## src/rtl/uart_rx_fifo.sv

```systemverilog
// uart_rx_fifo
// ------------------------------------------------------------------------
// Receives 8N1 frames from an asynchronous UART line by counting clk_in
// ticks per bit. Recovered bytes go into a first-word-fall-through FIFO and
// are handed downstream over a valid/ready handshake. Stop-bit failures and
// bytes lost to a full FIFO are reported as one-cycle pulses.
//
// Ports
//   clk_in       in   single clock, rising edge
//   reset        in   synchronous, active-high
//   rx_in        in   asynchronous UART line, idle high
//   rx_data      out  [7:0] byte at FIFO head (meaningful while rx_valid)
//   rx_valid     out  FIFO non-empty
//   rx_ready     in   consumer accepts the head byte
//   rx_running   out  receiver FSM is not idle
//   frame_error  out  one-cycle pulse: stop bit sampled low
//   overflow     out  one-cycle pulse: good byte dropped, FIFO full
//   o_dbg_state  out  [2:0] current receiver FSM state (debug visibility)
//
// Handshake: a byte transfers on every rising edge where rx_valid and
// rx_ready are both high. rx_valid never depends on rx_ready, rx_data is
// stable while rx_valid is high and no transfer has happened, and
// rx_ready may be held high with no data present (nothing is popped).
// ------------------------------------------------------------------------
module uart_rx_fifo #(
  parameter int TICKS_PER_BIT    = 191,
  parameter int FIFO_DEPTH_BASE2 = 2
) (
  input  logic       clk_in,
  input  logic       reset,
  input  logic       rx_in,
  output logic [7:0] rx_data,
  output logic       rx_valid,
  input  logic       rx_ready,
  output logic       rx_running,
  output logic       frame_error,
  output logic       overflow,
  output logic [2:0] o_dbg_state
);

  localparam int CW    = $clog2(TICKS_PER_BIT);
  localparam int AW    = FIFO_DEPTH_BASE2;
  localparam int DEPTH = 1 << AW;

  // Half-bit point in START lands the later samples near mid-bit.
  localparam logic [CW-1:0] CNT_HALF = CW'(TICKS_PER_BIT / 2 - 1);
  localparam logic [CW-1:0] CNT_FULL = CW'(TICKS_PER_BIT - 1);

  typedef enum logic [2:0] {
    S_IDLE       = 3'd0,
    S_START      = 3'd1,
    S_DATA       = 3'd2,
    S_STOP       = 3'd3,
    S_BREAK_WAIT = 3'd4
  } state_t;

  // Synchronizer
  logic r_sync1;
  logic r_sync2;

  // Receiver
  state_t        r_state;
  logic [CW-1:0] r_cnt;
  logic [2:0]    r_bit_idx;
  logic [7:0]    r_shift;
  logic          r_frame_error;
  logic          r_overflow;

  // FIFO
  logic [7:0]  r_mem [DEPTH];
  logic [AW:0] r_wptr;
  logic [AW:0] r_rptr;

  state_t        w_next_state;
  logic [CW-1:0] w_next_cnt;
  logic [2:0]    w_next_bit_idx;
  logic [7:0]    w_next_shift;
  logic          w_stop_good;
  logic          w_stop_bad;
  logic          w_rx_s;
  logic          w_full;
  logic          w_empty;
  logic          w_pop;
  logic          w_push;
  logic          w_drop;

  // ----------------------------------------------------------------------
  // Two-flop synchronizer; both flops reset to the idle (high) level.
  // ----------------------------------------------------------------------
  always_ff @(posedge clk_in) begin
    if (reset) begin
      r_sync1 <= 1'b1;
      r_sync2 <= 1'b1;
    end else begin
      r_sync1 <= rx_in;
      r_sync2 <= r_sync1;
    end
  end

  assign w_rx_s = r_sync2;

  // ----------------------------------------------------------------------
  // Receiver FSM: state register
  // ----------------------------------------------------------------------
  always_ff @(posedge clk_in) begin
    if (reset) begin
      r_state   <= S_IDLE;
      r_cnt     <= '0;
      r_bit_idx <= '0;
      r_shift   <= '0;
    end else begin
      r_state   <= w_next_state;
      r_cnt     <= w_next_cnt;
      r_bit_idx <= w_next_bit_idx;
      r_shift   <= w_next_shift;
    end
  end

  // ----------------------------------------------------------------------
  // Receiver FSM: next state and datapath
  // ----------------------------------------------------------------------
  always_comb begin
    w_next_state   = r_state;
    w_next_cnt     = r_cnt + CW'(1);
    w_next_bit_idx = r_bit_idx;
    w_next_shift   = r_shift;
    w_stop_good    = 1'b0;
    w_stop_bad     = 1'b0;

    case (r_state)
      S_IDLE: begin
        w_next_cnt = '0;
        if (!w_rx_s) begin
          w_next_state = S_START;
        end
      end

      S_START: begin
        if (r_cnt == CNT_HALF) begin
          w_next_cnt = '0;
          if (w_rx_s) begin
            // Line already back high at mid start bit: a glitch.
            w_next_state = S_IDLE;
          end else begin
            w_next_state   = S_DATA;
            w_next_bit_idx = '0;
          end
        end
      end

      S_DATA: begin
        if (r_cnt == CNT_FULL) begin
          w_next_cnt     = '0;
          w_next_shift   = {w_rx_s, r_shift[7:1]};  // LSB arrives first
          w_next_bit_idx = r_bit_idx + 3'd1;
          if (r_bit_idx == 3'd7) begin
            w_next_state = S_STOP;
          end
        end
      end

      S_STOP: begin
        if (r_cnt == CNT_FULL) begin
          w_next_cnt = '0;
          if (w_rx_s) begin
            w_stop_good  = 1'b1;
            w_next_state = S_IDLE;
          end else begin
            w_stop_bad   = 1'b1;
            w_next_state = S_BREAK_WAIT;
          end
        end
      end

      S_BREAK_WAIT: begin
        // Line held low past the stop bit (break or misframe): wait it out
        // so the low level is not taken as a new start bit.
        w_next_cnt = '0;
        if (w_rx_s) begin
          w_next_state = S_IDLE;
        end
      end

      default: begin
        w_next_state = S_IDLE;
        w_next_cnt   = '0;
      end
    endcase
  end

  // ----------------------------------------------------------------------
  // FIFO: pointers carry one extra wrap bit to tell full from empty.
  // ----------------------------------------------------------------------
  assign w_empty = (r_wptr == r_rptr);
  assign w_full  = (r_wptr[AW] != r_rptr[AW]) &&
                   (r_wptr[AW-1:0] == r_rptr[AW-1:0]);
  assign w_pop   = !w_empty && rx_ready;
  // A pop on the same edge frees the slot, so a full FIFO can still accept.
  assign w_push  = w_stop_good && (!w_full || w_pop);
  assign w_drop  = w_stop_good && w_full && !w_pop;

  always_ff @(posedge clk_in) begin
    if (reset) begin
      r_wptr <= '0;
      r_rptr <= '0;
      for (int i = 0; i < DEPTH; i++) begin
        r_mem[i] <= '0;
      end
    end else begin
      if (w_push) begin
        r_mem[r_wptr[AW-1:0]] <= w_next_shift;
        r_wptr                <= r_wptr + (AW+1)'(1);
      end
      if (w_pop) begin
        r_rptr <= r_rptr + (AW+1)'(1);
      end
    end
  end

  // ----------------------------------------------------------------------
  // Status pulses, visible the cycle after the stop-bit sample.
  // ----------------------------------------------------------------------
  always_ff @(posedge clk_in) begin
    if (reset) begin
      r_frame_error <= 1'b0;
      r_overflow    <= 1'b0;
    end else begin
      r_frame_error <= w_stop_bad;
      r_overflow    <= w_drop;
    end
  end

  assign rx_data     = r_mem[r_rptr[AW-1:0]];
  assign rx_valid    = !w_empty;
  assign rx_running  = (r_state != S_IDLE);
  assign frame_error = r_frame_error;
  assign overflow    = r_overflow;
  assign o_dbg_state = r_state;

endmodule

```

## config.mk

```make
export PLATFORM = sky130hd
export DESIGN_NAME = uart_rx_fifo
export DESIGN_NICKNAME = d
export VERILOG_FILES = /design/src/rtl/uart_rx_fifo.sv
export SDC_FILE = /design/constraint.sdc
export NUM_CORES = 1
export LEC_CHECK = 0
export ABC_AREA = 1
export BUFFER_PORTS_ARGS = -buffer_cell sky130_fd_sc_hd__buf_4
export CORE_AREA = 8 8 85 87
export CTS_CLUSTER_DIAMETER = 200
export CTS_CLUSTER_SIZE = 28
export DETAILED_ROUTE_END_ITERATION = 10
export DIE_AREA = 0 0 93 95
export HOLD_SLACK_MARGIN = 0.12
export PLACE_DENSITY = 0.71
export SLEW_MARGIN = 0
export SYNTH_ARGS = -nofsm -noshare
export SYNTH_HDL_FRONTEND = slang
export SYNTH_SLANG_ARGS = --single-unit
```

## constraint.sdc

```tcl
create_clock -name clk_in -period 3.2 [get_ports clk_in]
set_input_delay 0.32 -clock clk_in [delete_from_list [all_inputs] [get_ports clk_in]]
set_output_delay 0.32 -clock clk_in [all_outputs]
set_load 0.005 [all_outputs]
```

# == After elaboration in Yosys (flattened, before gate mapping) ==
# Memories as Yosys holds them, arrays and structs flattened. A register that Yosys moved wholly into a read port is not among the register bits.
# Cells that the tools add are included.
# classes
n_addsub,4
n_eq_ne,17
muxes,32
bitwise_logic,2
n_reduce_logical,17
# op_table
cell,n
8-bit two-way mux,5
3-bit two-way mux,10
8-bit one-hot mux with 2 select lines,1
3-bit one-hot mux with 5 select lines,1
2-bit != test (second input constant),7
1-bit two-way mux,10
3-bit by 1-bit adder with 3-bit output (second input constant),3
8-bit by 1-bit adder with 8-bit output (second input constant),1
8-bit by 7-bit equality test with 1-bit output (second input constant),1
8-bit equality test (second input constant),1
2-bit two-way mux,4
8-bit OR reduction,1
3-bit by 2-bit equality test with 1-bit output (second input constant),2
3-bit equality test (second input constant),2
3-bit one-hot mux with 2 select lines,1
6-bit AND reduction,1
1-bit logical AND,5
4-bit AND reduction,1
3-bit by 1-bit equality test with 1-bit output (second input constant),1
3-bit equality test,1
1-bit logical NOT,3
3-bit logical NOT,1
3-bit nonzero test,1
3-bit OR reduction,1
6 further kinds,7
# totals
ff_bits,32
ram_bits,32
inputBits,4
output_inout_bits,15
n_memories,1
# memory_table
name,depth,width,read_ports,rd_ports_with_merged_regs,wr,line,source
r_mem,4,8,1,1,4,70,logic [7:0] r_mem [DEPTH];

# == Depth between registers and ports, before layout ==
# Gate-level depths: netlist of the first run.
# depth
word_depth,10
ltp_mapped,10
mapped_depth_nobuf,10

# == Worst setup path before layout of the first run ==
# OpenSTA, ideal clock, no wires.
# synth_path
path_type,flip-flop to flip-flop
from,reg r_cnt[0]
to,"mem r_mem[3][0], enable pin"
setup_ns,0.370
arrival_ns,1.606
required_time_ns,2.830
slack_ns,1.224
path_stages_with_launch,11
synth_period_minus_slack_ns,1.976
cell_sequence,dfxtp_1 > inv_1 > ha_1 > inv_1 > nor2_4 > nand3_1 > nor2_1 > nand2_1 > nand2_1 > nand2_1 > nor2_1
# synth_lines
element,line,source
"start, declared",63,logic [CW-1:0] r_cnt;
"start signal, assigned",113,r_cnt <= w_next_cnt;
"end, declared",70,

==> results of run 1 <==
[cell usage after synthesis (4+ instances only)]
cell      instances
clkbuf_1          5
nand4_4           4
inv_2             4
nand3_1          11
nand3_2           7
dfxtp_1          34
o21ai_0          21
a21oi_1          12
edfxtp_1         32
o22ai_1           8
ha_1              6
xor2_1            6
inv_1            45
nor2_1           78
nand2_1          72
[how the worst max path moves through the flow]
stage	depth (start not counted)	from	end
5_1_grt	10	r_cnt[0]	r_mem[3][0]
3_3_place_gp	10	r_cnt[0]	r_mem[3][5]
4_1_cts	10	r_cnt[0]	r_mem[3][3]
6_report	10	r_cnt[0]	r_mem[3][3]
3_5_place_dp	10	r_cnt[0]	r_mem[3][6]
2_1_floorplan	10	r_cnt[0]	r_mem[3][0]
[power by group through the flow]
stage | sequential [mW] | combinational (mW) | clock, mW
floorplan | 0.978 | 0.234 | 0
global placement | 0.989 | 0.358 | 0
detailed placement | 0.989 | 0.362 | 0
CTS | 0.971 | 0.365 | 0.760
global route | 0.978 | 0.421 | 0.795
finish | 0.971 | 0.363 | 0.743
[routing by layer]
metal  up-vias  part of all wire  wire [µm]
li1       1235                 -          -
met1      1078              0.46       2740
met2        45              0.47       2830
met3        11             0.047        281
met4         0             0.023        138
met5         -                 0          0
[cells by family (layout without fill, tap and decap cells)]
family	after synthesis	count (layout)	synth area share
adder cells (fa/ha/maj)	6	6	0.0237
XOR/XNOR	7	7	0.0194
buffers and inverters	57	84	0.0695
AO/OA/AOI/OAI	42	42	0.0695
AND/OR/NAND/NOR	192	192	0.300
flip-flops	66	66	0.518
[cell usage in the layout (no fill, tap or decap), types with 3 or more instances in the layout]
| cell type | Yosys | layout |
|---|---|---|
| dfxtp_1 | 34 | 34 |
| nand4_4 | 4 | 4 |
| a21oi_1 | 12 | 12 |
| inv_1 | 45 | 45 |
| edfxtp_1 | 32 | 32 |
| nand3_1 | 11 | 11 |
| o22ai_1 | 8 | 8 |
| ha_1 | 6 | 6 |
| nor3_1 | 3 | 3 |
| clkbuf_8 | 0 | 9 |
| inv_2 | 4 | 4 |
| o21ai_0 | 21 | 21 |
| nand3_2 | 7 | 7 |
| nor2_1 | 78 | 78 |
| nand4_1 | 3 | 3 |
| xor2_1 | 6 | 6 |
| nand2_1 | 72 | 72 |
| buf_4 | 1 | 19 |
[area by class of cell]
cell class | count | area (µm²)
tap | 75 | 93.8
clock inverter | 6 | 81.3
fill | 521 | 2240
inverter | 49 | 184
sequential | 66 | 1640
clock buffer | 10 | 128
multi-input combinational | 247 | 1310
timing repair buffer | 19 | 143
[stage by stage]
stage	util	cell area (µm²)	hold slack [ns]	cells	power, mW
floorplan	-	3170	0.389	370	1.21
global placement	0.579	3370	0.391	456	1.35
detailed placement	0.579	3370	0.396	456	1.35
CTS	0.615	3580	0.146	472	2.10
global route	0.615	3580	0.148	472	2.19
finish	0.615	3580	0.162	472	2.08
[critical path, delay by kind of cell (launching register included)]
| family | cells | cell delay [ns] |
|---|---|---|
| buffers and inverters | 2 | 0.13 |
| adder cells (fa/ha/maj) | 1 | 0.14 |
| flip-flops | 1 | 0.34 |
| AND/OR/NAND/NOR | 7 | 1.27 |
[registers in the layout, indices dropped and copies added, names as in the netlist, named ones only]
signal and flops:
r_bit_idx 3, r_cnt 8, r_sync1 1, frame_error 1
r_wptr 3, r_sync2 1, r_mem 32, o_dbg_state 3
r_rptr 3, overflow 1, r_shift 8
==> impl_metrics.tcl, run 1 <==
set metrics [dict create \
    status "finished, final reports clean" \
    fp.dieArea_um2 8840 \
    leakagePower_nw 1.49 \
    wl_mm 5.98 \
    synthArstFlopShare 0 \
    rsz0062_at_grt "false" \
    cp_slowest_cell "nor2_1" \
    antenna_cells 0 \
    postSynthCellCount 370 \
    maxSlewHeadroom 0.600 \
    critPathKind "reg -> reg" \
    ys_seq_elements 66 \
    dp_slack_ns 0.964 \
    internal-power_mw 1.51 \
    num_rows 28 \
    grt_start_max_net_pins 18 \
    drive_above_1_share 0.151 \
    ys_types 30 \
    switchingPower_mw 0.571 \
    layout_setup_ws_ns 0.970 \
    path_max_fanout 8 \
    cpPeakStageDelay_ns 0.47 \
    drtAntennaViolNets 0 \
    synth-edff-count 32 \
    worstMarginPinSlew_ns 0.598 \
    use_met1 0.170 \
    dr.pass1.iters 4 \
    hold_viol_final 0 \
    finalCriticalPeriod_ns 2.23 \
    path_cells "inv_1, ha_1, inv_1, nor2_4, nand3_1, nor2_1, nand2_1, nand2_1, nand2_1, nor2_1" \
    cts_resized 0 \
    r2r_start "r_cnt[0]" \
    cp-end-kind "flip-flop" \
    clockBufferDepth 2 \
    peakVddDrop_mv 0.396 \
    drc_errors 0 \
    track_usage 0.152 \
    area_growth_pct 12.9 \
    clock_sinks 66 \
    hold_path_startpoint "rx_in" \
    post_drt_wl_per_cell_um 12.7 \
    use_met3 0.0373 \
    syn_avg_cell_area_um2 8.56 \
    ios 19 \
    fmax_ghz 0.448 \
    ys.flop_type "dfxtp_1" \
    use_met2 0.258 \
    ys_warn_count 0 \
    seq_area_frac_synth 0.518 \
    grt_pass1_vias 2341 \
    crit_top_cell "nand2_1" \
    yosysTopAreaCellShare 0.303 \
    period_share 0.697 \
    drt-initial-drc-count 120 \
    antenna_found_initial 0 \
    placeableCoreArea_um2 5820 \
    finalClockSkew_ns 0.00471 \
    place_hpwl_mm 4.36 \
    setup_tns_ns 0 \
    cap_violations 0 \
    yosysTopAreaCell "edfxtp_1" \
    worst_hold_path.num_cells 2 \
    path_clk_slew_ns 0.07 \
    gp_congestion 0.835 \
    vias_per_cell 5.02 \
    power_frac_comb 0.175 \
    top_usage_layer "met2" \
    p_sw_frac 0.275 \
    drv_slew 0 \
    setup_violations 0 \
    synth.top_cells.by_area "edfxtp_1 (30%), dfxtp_1 (21%), nor2_1 (9.2%)" \
    clkLatencyLatePin_ns 0.34 \
    num_vias 2369 \
    pwr-share-seq 0.467 \
    htreeDepth 3 \
    grt_pass1_wl_mm 10.5 \
    die_x_um 93 \
    clkPwrFrac 0.358 \
    cp.arrival_ns 2.20 \
    cts_tree "done" \
    reg2reg_to "r_mem[3][3]" \
    cts_setup_buffers 0 \
    p_per_area_nw_per_um2 581 \
    r2r_cells 10 \
    whs_endpoint "r_sync1" \
    die_y_um 95 \
    clockRootBuffer "clkbuf_8" \
    numCtsBuffers 9 \
    synthesis.area_um2 3170 \
    port-buffer-count 18 \
    start_util 0.545 \
    cp-start-kind "flip-flop" \
    hp-class "in -> reg" \
    nets 402 \
    synth_nets 380 \
    reg2reg_slack_ns 0.97 \
    postCtsHoldBufs 0 \
    crit_required_ns 3.17 \
    gr-total-overflow 0 \
]
Note: power is estimated with default switching activity, not from simulation.
==> inputs of run 2 (changes only) <==
--- a/config.mk
+++ b/config.mk
@@ -5,15 +5,15 @@
 export SDC_FILE = /design/constraint.sdc
 export NUM_CORES = 1
 export LEC_CHECK = 0
-export ABC_AREA = 1
+export ABC_AREA = 0
 export BUFFER_PORTS_ARGS = -buffer_cell sky130_fd_sc_hd__buf_4
-export CORE_AREA = 8 8 85 87
+export CORE_AREA = 8 8 83 85
 export CTS_CLUSTER_DIAMETER = 200
 export CTS_CLUSTER_SIZE = 28
 export DETAILED_ROUTE_END_ITERATION = 10
-export DIE_AREA = 0 0 93 95
+export DIE_AREA = 0 0 91 93
 export HOLD_SLACK_MARGIN = 0.12
-export PLACE_DENSITY = 0.71
+export PLACE_DENSITY = 0.73
 export SLEW_MARGIN = 0
 export SYNTH_ARGS = -nofsm -noshare
 export SYNTH_HDL_FRONTEND = slang
==> constraint.sdc (replaced) <==
create_clock -name clk_in -period 1.96 [get_ports clk_in]
set_input_delay 0.196 -clock clk_in [delete_from_list [all_inputs] [get_ports clk_in]]
set_output_delay 0.196 -clock clk_in [all_outputs]
set_load 0.005 [all_outputs]
==> run 2 against run 1 <==
Synthesized cell count shrank 35%. Maximum frequency grew 17%. Cell count shrank 22%.
==> impl_metrics.tcl, run 2 <==
set metrics [dict create \
    syn_avg_cell_area_um2 12.2 \
    grt_start_max_net_pins 29 \
    post_drt_wl_per_cell_um 15.5 \
    crit_required_ns 2.04 \
    yosysMostFrequentCell "nor2_1" \
    top_usage_layer "met2" \
    area_growth_pct 22.2 \
    grt_pass1_vias 2018 \
    ys.flop_type "dfxtp_1" \
    ios 19 \
    synth_top_cells_by_count "nor2_1 (59), dfxtp_1 (34), edfxtp_1 (32), nand3_1 (9), xor2_1 (9)" \
    fin_util 0.632 \
    use_met1 0.161 \
    setup_violations 0 \
    track_usage 0.144 \
    top_register "r_mem" \
    synth_nets 251 \
    dr.pass1.iters 4 \
    htreeDepth 3 \
    die_y_um 93 \
    fill_cells 454 \
    clkLatencyLatePin_ns 0.34 \
    synth.top_cells.by_area "edfxtp_1 (33%), dfxtp_1 (23%), nor2_1 (7.5%)" \
    drv_slew 0 \
    synthArstFlopShare 0 \
    yosysTopAreaCell "edfxtp_1" \
    cp.arrival_ns 1.98 \
    drc_errors 0 \
    placeableCoreArea_um2 5680 \
    maxSlewHeadroom 0.652 \
    place_area_um2 3320 \
    start_util 0.517 \
    wl_mm 5.75 \
    drive_above_1_share 0.308 \
    period_share 0.969 \
    reg.largest.list "r_mem (32), r_cnt (8), r_shift (8)" \
    clockBufferDepth 2 \
    antenna_found_initial 0 \
    port-buffer-count 18 \
    nets 300 \
    hold_viol_final 0 \
    ys_warn_count 0 \
    largest_register_ffs 32 \
    leakagePower_nw 1.34 \
    place_hpwl_mm 3.89 \
    vias_per_cell 5.24 \
    gr-total-overflow 0 \
    ys_seq_elements 66 \
    yosysTopAreaCellShare 0.328 \
    cp-start-kind "flip-flop" \
    seq_area_frac_synth 0.559 \
    die_x_um 91 \
    path_clk_slew_ns 0.07 \
    numCtsBuffers 9 \
    antenna_cells 0 \
    finalCriticalPeriod_ns 1.90 \
    status "finished, final reports clean" \
    gp_congestion 0.739 \
    clock_sinks 66 \
    p_per_area_nw_per_um2 732 \
    cap_violations 0 \
    fp.dieArea_um2 8460 \
    cts_tree "done" \
    num_vias 1937 \
    num_rows 28 \
    fmax_ghz 0.527 \
    total_power_mw 2.63 \
    use_met3 0.0449 \
    path_max_fanout 5 \
    cp-end-kind "flip-flop" \
    mostFrequentLayoutCell "nor2_1" \
    final_area_um2 3590 \
    use_met2 0.247 \
    drtAntennaViolNets 0 \
    clockRootBuffer "clkbuf_8" \
    finalClockSkew_ns 0.00753 \
    drt-initial-drc-count 102 \
    critPathKind "reg -> reg" \
    hp-class "in -> reg" \
    ys_types 45 \
    synth-edff-count 32 \
    hold_ws_ns 0.269 \
    peakVddDrop_mv 0.395 \
    layout_common_cells "nor2_1 (59), buf_4 (43), edfxtp_1 (32), dfxtp_1 (30), clkbuf_8 (9)" \
    worstMarginPinSlew_ns 0.518 \
    postSynthCellCount 241 \
    grt_pass1_wl_mm 9.51 \
    synthesis.area_um2 2930 \
]
==> run 2: cell count changes in the layout (fill, tap and decap cells not counted), sizes merged, moves of 8 or more <==
cell,change
nand2,-73
inv,-43
buf,+27
nor2,-25
o21ai,-20
a21oi,-12
nand3,-10
mux2i,+9
mux4,+8
==> run 2: per-stage QoR <==
| step | instances | TNS (ns) | setup WS, ns |
|---|---|---|---|
| floorplan | 241 | 0 | 0.0150 |
| global placement | 349 | 0 | 0.0408 |
| detailed placement | 349 | -0.0800 | -0.00965 |
| CTS | 370 | -0.189 | -0.0243 |
| global route | 370 | -0.0428 | -0.0239 |
| finish | 370 | 0 | 0.0609 |
==> run 2: metal layers <==
metal,vias to the layer above,share of wire
li1,964,-
met3,4,0.038
met2,32,0.53
met1,937,0.42
met4,0,0.0099
met5,-,0
==> run 2: logic make-up after synthesis <==
family | after synthesis | share of synthesized area
AND/OR/NAND/NOR | 103 | 0.174
adder cells (fa/ha/maj) | 6 | 0.0256
AO/OA/AOI/OAI | 21 | 0.0563
buffers and inverters | 17 | 0.0298
flip-flops | 66 | 0.559
multiplexers | 17 | 0.122
XOR/XNOR | 11 | 0.0328
==> run 2: timing repair <==
item / 4_1_cts / 5_1_grt
resized for setup: 0 / 13
setup buffers: 2 / 0
hold endpoints to repair: 3 / 0
hold buffers: 3 / 0
endpoints found under the setup margin: 17 / 64
pin swaps: 1 / 3
==> run 2: final timing paths <==
kind / slack [ns] / to / from / depth (start not counted)
worst max-delay path: 0.06 / r_mem[3][7] / r_cnt[0] / 8
worst min-delay path: 0.27 / r_rptr[2] / rx_ready / 4
worst max register to register: 0.06 / r_mem[3][7] / r_cnt[0] / 8
worst min register to register: 0.41 / r_sync2 / r_sync1 / 1
==> run 2: power breakdown <==
group / leakage [nW] / switching (mW) / internal (mW)
Combinational: 0.661 / 0.0461 / 0.0481
Clock: 0.0898 / 0.473 / 0.573
Sequential: 0.590 / 0.0109 / 1.47
==> run 2: area by class of cell <==
| cell class | instances | area, µm² | area share |
|---|---|---|---|
| Multi-Input combinational cell | 158 | 1240 | 0.346 |
| Clock inverter | 5 | 46.3 | 0.0129 |
| Inverter | 6 | 22.5 | 0.00628 |
| Tap cell | 75 | 93.8 | 0.0262 |
| Timing Repair Buffer | 49 | 404 | 0.113 |
| Clock buffer | 11 | 131 | 0.0366 |
| Sequential cell | 66 | 1650 | 0.459 |
==> run 2: worst max-delay path, stage by stage, from the launching register on <==
cell	delay, ns
dfxtp_2	0.32
inv_2	0.04
ha_2	0.18
nand3_2	0.07
or4_4	0.52
buf_6	0.16
mux2i_1	0.16
buf_4	0.15
nor2_1	0.04
